<file path="src/rtl/fetch_stage.sv">
// Instruction fetch stage: PC register, redirect/discard FSM and IF/ID register.
// A redirect that arrives mid-fetch parks its target until the stale word returns.
module fetch_stage #(
    parameter logic [31:0] RESET_PC  = 32'h0000_0000,
    parameter logic [31:0] NOP_INSTR = 32'h0000_0013
) (
    input  logic        clk,
    input  logic        rst,
    input  logic        stallF,
    input  logic        stallD,
    input  logic        flushD,
    input  logic        pcSrcE,
    input  logic [31:0] pcTargetE,
    output logic        imemReq,
    output logic [31:0] imemAddr,
    input  logic [31:0] imemRdata,
    input  logic        imemReady,
    output logic [31:0] instrD,
    output logic [31:0] pcD,
    output logic [31:0] pcPlus4D,
    output logic        validD,
    output logic        fetchBusy
);

    typedef enum logic {
        RUN,
        DISCARD
    } state_t;

    state_t      state;
    state_t      state_next;
    logic [31:0] pc_f;
    logic [31:0] pc_next;
    logic [31:0] redir_pc;
    logic [31:0] redir_next;
    logic        delivered;

    assign imemReq   = ~rst;
    assign imemAddr  = pc_f;
    assign fetchBusy = (imemReq & ~imemReady) | (~rst & (state == DISCARD));

    always_comb begin
        state_next = state;
        pc_next    = pc_f;
        redir_next = redir_pc;
        delivered  = 1'b0;
        case (state)
            RUN: begin
                if (pcSrcE) begin
                    if (imemReady) begin
                        pc_next = pcTargetE;
                    end else begin
                        redir_next = pcTargetE;
                        state_next = DISCARD;
                    end
                end else if (imemReady && !stallF) begin
                    pc_next   = pc_f + 32'd4;
                    delivered = 1'b1;
                end
            end
            DISCARD: begin
                // the returning word belongs to the abandoned path
                if (imemReady) begin
                    pc_next    = pcSrcE ? pcTargetE : redir_pc;
                    state_next = RUN;
                end else if (pcSrcE) begin
                    redir_next = pcTargetE;
                end
            end
            default: state_next = RUN;
        endcase
    end

    always_ff @(posedge clk) begin
        if (rst) begin
            state    <= RUN;
            pc_f     <= RESET_PC;
            redir_pc <= 32'h0;
        end else begin
            state    <= state_next;
            pc_f     <= pc_next;
            redir_pc <= redir_next;
        end
    end

    always_ff @(posedge clk) begin
        if (rst) begin
            instrD   <= NOP_INSTR;
            pcD      <= 32'h0;
            pcPlus4D <= 32'h0;
            validD   <= 1'b0;
        end else if (flushD) begin
            instrD <= NOP_INSTR;
            validD <= 1'b0;
        end else if (!stallD) begin
            if (delivered) begin
                instrD   <= imemRdata;
                pcD      <= pc_f;
                pcPlus4D <= pc_f + 32'd4;
                validD   <= 1'b1;
            end else begin
                instrD <= NOP_INSTR;
                validD <= 1'b0;
            end
        end
    end

endmodule

</file>
<file path="config.mk">
export PLATFORM = sky130hd
export DESIGN_NAME = fetch_stage
export DESIGN_NICKNAME = d
export VERILOG_FILES = /design/src/rtl/fetch_stage.sv
export SDC_FILE = /design/constraint.sdc
export NUM_CORES = 1
export LEC_CHECK = 0
export CAP_MARGIN = 5
export CELL_PAD_IN_SITES_DETAIL_PLACEMENT = 1
export CELL_PAD_IN_SITES_GLOBAL_PLACEMENT = 2
export CORE_MARGIN = 2
export CORE_UTILIZATION = 27
export CTS_BUF_LIST = sky130_fd_sc_hd__clkbuf_2
export DETAILED_ROUTE_END_ITERATION = 7
export PLACE_DENSITY_LB_ADDON = 0.25
export SKIP_CTS_REPAIR_TIMING = 1
export SYNTH_ARGS = -nofsm -noshare
export SYNTH_HDL_FRONTEND = slang
export SYNTH_SLANG_ARGS = --single-unit
</file>
<file path="constraint.sdc">
create_clock -name clk -period 2.2 [get_ports clk]
set_input_delay 0.22 -clock clk [delete_from_list [all_inputs] [get_ports clk]]
set_output_delay 0.22 -clock clk [all_outputs]
set_load 0.02 [all_outputs]
</file>
==> results.md <==
* Status: completed
* Dominant cells by area after synthesis: dfxtp_1 46%, nand2_1 9.9%, a21oi_1 8.0%
* Core Area at 0.0253 mm2
* Slew @ Worst Pin at 798 ps
* Critical path startpoint category: register
* Synth Area in Compound Gates at 22.4%
* Initial core utilization at 27.7%
* Die width at 165 um
* Power per cell area at 533 mW/mm2
* Reg2reg start: imemAddr[2]
* Worst Reg-to-Reg Cells at 7
* Combinational share of power at 17.0%
* Data required time of the worst path at 1980 ps
* CTS tree: done
* Mean Syn Cell Area at 7.84 um2
* Post-synthesis async set-or-reset flop share at 0%
* XOR/XNOR Fraction of Synth Area at 3.12%
* First-pass GRT wire length at 41.3 mm
* Worst-path fanout max at 6
* Total CTS buffers at 17
* Final core utilization at 41.7%
* Largest net degree at the start of global routing at 66
* Fin. Hold Viols at 0
* GRT overflow at 0
* DP Worst Slack at 86.4 ps
* CP Capture Point: imemAddr[26]
* Mapped cell area at 0.00701 mm2
* Yosys Warn Count at 0
* Vias in the first global route at 7121
* Setup CP Type: reg2out
* IO Count at 202
* LEAKAGE at 4.17 nW
* Post-route minimum period at 2070 ps
* Worst skew pair latency at 770 ps
* Switching power at 1.84 mW
* Worst slew margin at 46.8%
* DR WL/cell at 18.4 um
* MaxCap Viol Count at 0
* Placed Area at 0.00980 mm2
* Crit end category: output port
* HP Class: in2reg
* Flip-flop and latch count after synthesis at 160
* Ys flop type: dfxtp_1
* Worst EP arrival at 1850 ps
* Area share of the largest cell type after synthesis at 45.7%
* Height of the chip at 165 um
* Synth Area in Adders at 0.178%
* Post-synth EDFFs at 0
* Final-report max-slew violation count at 0
* Largest family of logic cells by synthesized area: simple AND/OR/NAND/NOR gates
* HPWL after DPL at 19.7 mm
* Clock tree buffer depth at 2
* Mux contribution to synthesized area at 0.446%
* Layout cell share with drive strength beyond 1 at 12.1%
* Sw frac at 32.7%
* Synth Area in Simple Gates at 22.9%
* Clock network power share at 28.9%
* Routed WL at 27.7 mm
* CTS clk-pin slew, worst paths at 270 ps
* Int Pwr at 3.79 mW
* Area Growth Syn to Fin at 50.6%
* Final setup vio count at 0
* Fin nets at 1232
* Initial antenna violation count at 1
* Num rows at 58
* Most frequent cells in the layout: 184 x nand2_1, 171 x clkdlybuf4s50_1, 150 x dfxtp_1
* Htree depth at 4
* Clock skew at 47.8 ps
* Number of vias in the routed layout at 7451
* Sequential share of power at 54.1%
* Post-synthesis cell count at 894
* Sequential fraction of the synthesis area at 45.7%
* Period utilization at 94.0%
* Area leader, netlist: dfxtp_1
* Final WS setup at 132 ps
* R2R Setup Slk at 180 ps
* Fin area at 0.0106 mm2
* IO Port Bufs at 201
* Critical path launch point: imemAddr[26]
* Iteration-0 DRC Markers at 394
* Syn Nets at 966
* Pre-antenna DRT Iters at 5
* Peak supply drop at 0.339 mV
* Clk sink count at 160
* Die ar. at 0.0273 mm2
* Fmax at 484 MHz
* DRT antenna net count at 0
* Routed vias/inst at 4.95
* R2r endpoint: imemAddr[20]
* Cell variety after synth at 53
* GPL Wtd Cong at 0.870
* Residual DRC at 0
* Clk Tree Root Cell: clkbuf_2
* RSZ-0062 raised after global routing: true
* Most common cell after layout, fill and taps aside: nand2_1
* Gr usage total at 19.6%
==> cell type report <==
class	count	area, um2
clock inverter	15	143
multi-input combinational	643	3450
sequential	160	3220
tap	330	413
timing repair buffer	325	3190
clock buffer	17	85.1
fill	3026	14800
antenna	1	2.50
inverter	13	48.8
==> kinds of logic after synthesis <==
kind of cell | count (synthesis)
multiplexers | 3
XOR/XNOR | 25
adder cells (fa/ha/maj) | 1
buffers and inverters | 91
AND/OR/NAND/NOR | 352
flip-flops | 160
AO/OA/AOI/OAI | 262
==> state kept, by name, indices dropped and copies added, names as in the netlist <==
name	count
imemAddr	32
instrD	32
pcD	32
pcPlus4D	30
redir_pc	32
state	1
validD	1
==> Yosys cell counts, drive strengths merged (2+ instances only) <==
cell type / count
o22ai: 3
o211ai: 10
buf: 20
and3: 15
a221oi: 2
o31ai: 2
o31a: 3
clkbuf: 58
and2: 2
or4: 3
o21ai: 49
a211oi: 21
a21o: 4
nand2: 184
nor2: 78
o32ai: 6
mux2i: 2
nor3: 9
nand4: 17
a31oi: 12
xor2: 15
a22oi: 30
o21a: 2
a21oi: 112
dfxtp: 160
or3: 6
and4: 6
inv: 13
or2: 2
nor4: 7
xnor2: 10
nand3: 20
==> power by group through the flow <==
stage	Clock [mW]	Combinational (mW)	Sequential [mW]
detailed placement	0	0.902	3.10
finish	1.63	0.957	3.05
floorplan	0	0.337	3.16
global route	1.82	1.04	3.06
global placement	0	0.896	3.10
CTS	1.71	0.905	3.05
==> through the flow <==
stage | hold WS, ps | setup TNS, ps | instances | power, mW
final | 42.6 | 0 | 1504 | 5.63
after global routing | 0.635 | -26.7 | 1504 | 5.92
after CTS | -93.5 | -1800 | 1459 | 5.66
after detailed placement | 442 | 0 | 1427 | 4.00
after global placement | 437 | 0 | 1427 | 3.99
after floorplan | 335 | 0 | 894 | 3.50
==> worst max-delay path, cell delays in order, from the launching register on <==
cell and delay (ps):
dfxtp_1 380, buf_4 140, clkdlybuf4s50_1 600
==> worst min-delay path by stage <==
stage	start	to	slack, ps	depth (start not counted)
after floorplan	flushD	instrD[0]	340	2
after global placement	redir_pc[24]	redir_pc[24]	440	2
after detailed placement	redir_pc[18]	redir_pc[18]	440	2
after CTS	pcTargetE[1]	redir_pc[1]	-90	3
after global routing	pcTargetE[29]	redir_pc[29]	0.6	3
final	pcTargetE[29]	redir_pc[29]	40	3
==> per-layer routing <==
| layer | GRT usage (%) | up-vias | share of wire (%) | wire length (um) |
|---|---|---|---|---|
| li1 | - | 3663 | - | - |
| met1 | 29.5 | 3571 | 50 | 13900 |
| met2 | 29.1 | 198 | 44 | 12000 |
| met3 | 3.00 | 19 | 5.1 | 1400 |
| met4 | 4.66 | 0 | 1.0 | 277 |
| met5 | 0 | - | 0 | 0 |
(Power assumes the default switching activity.)
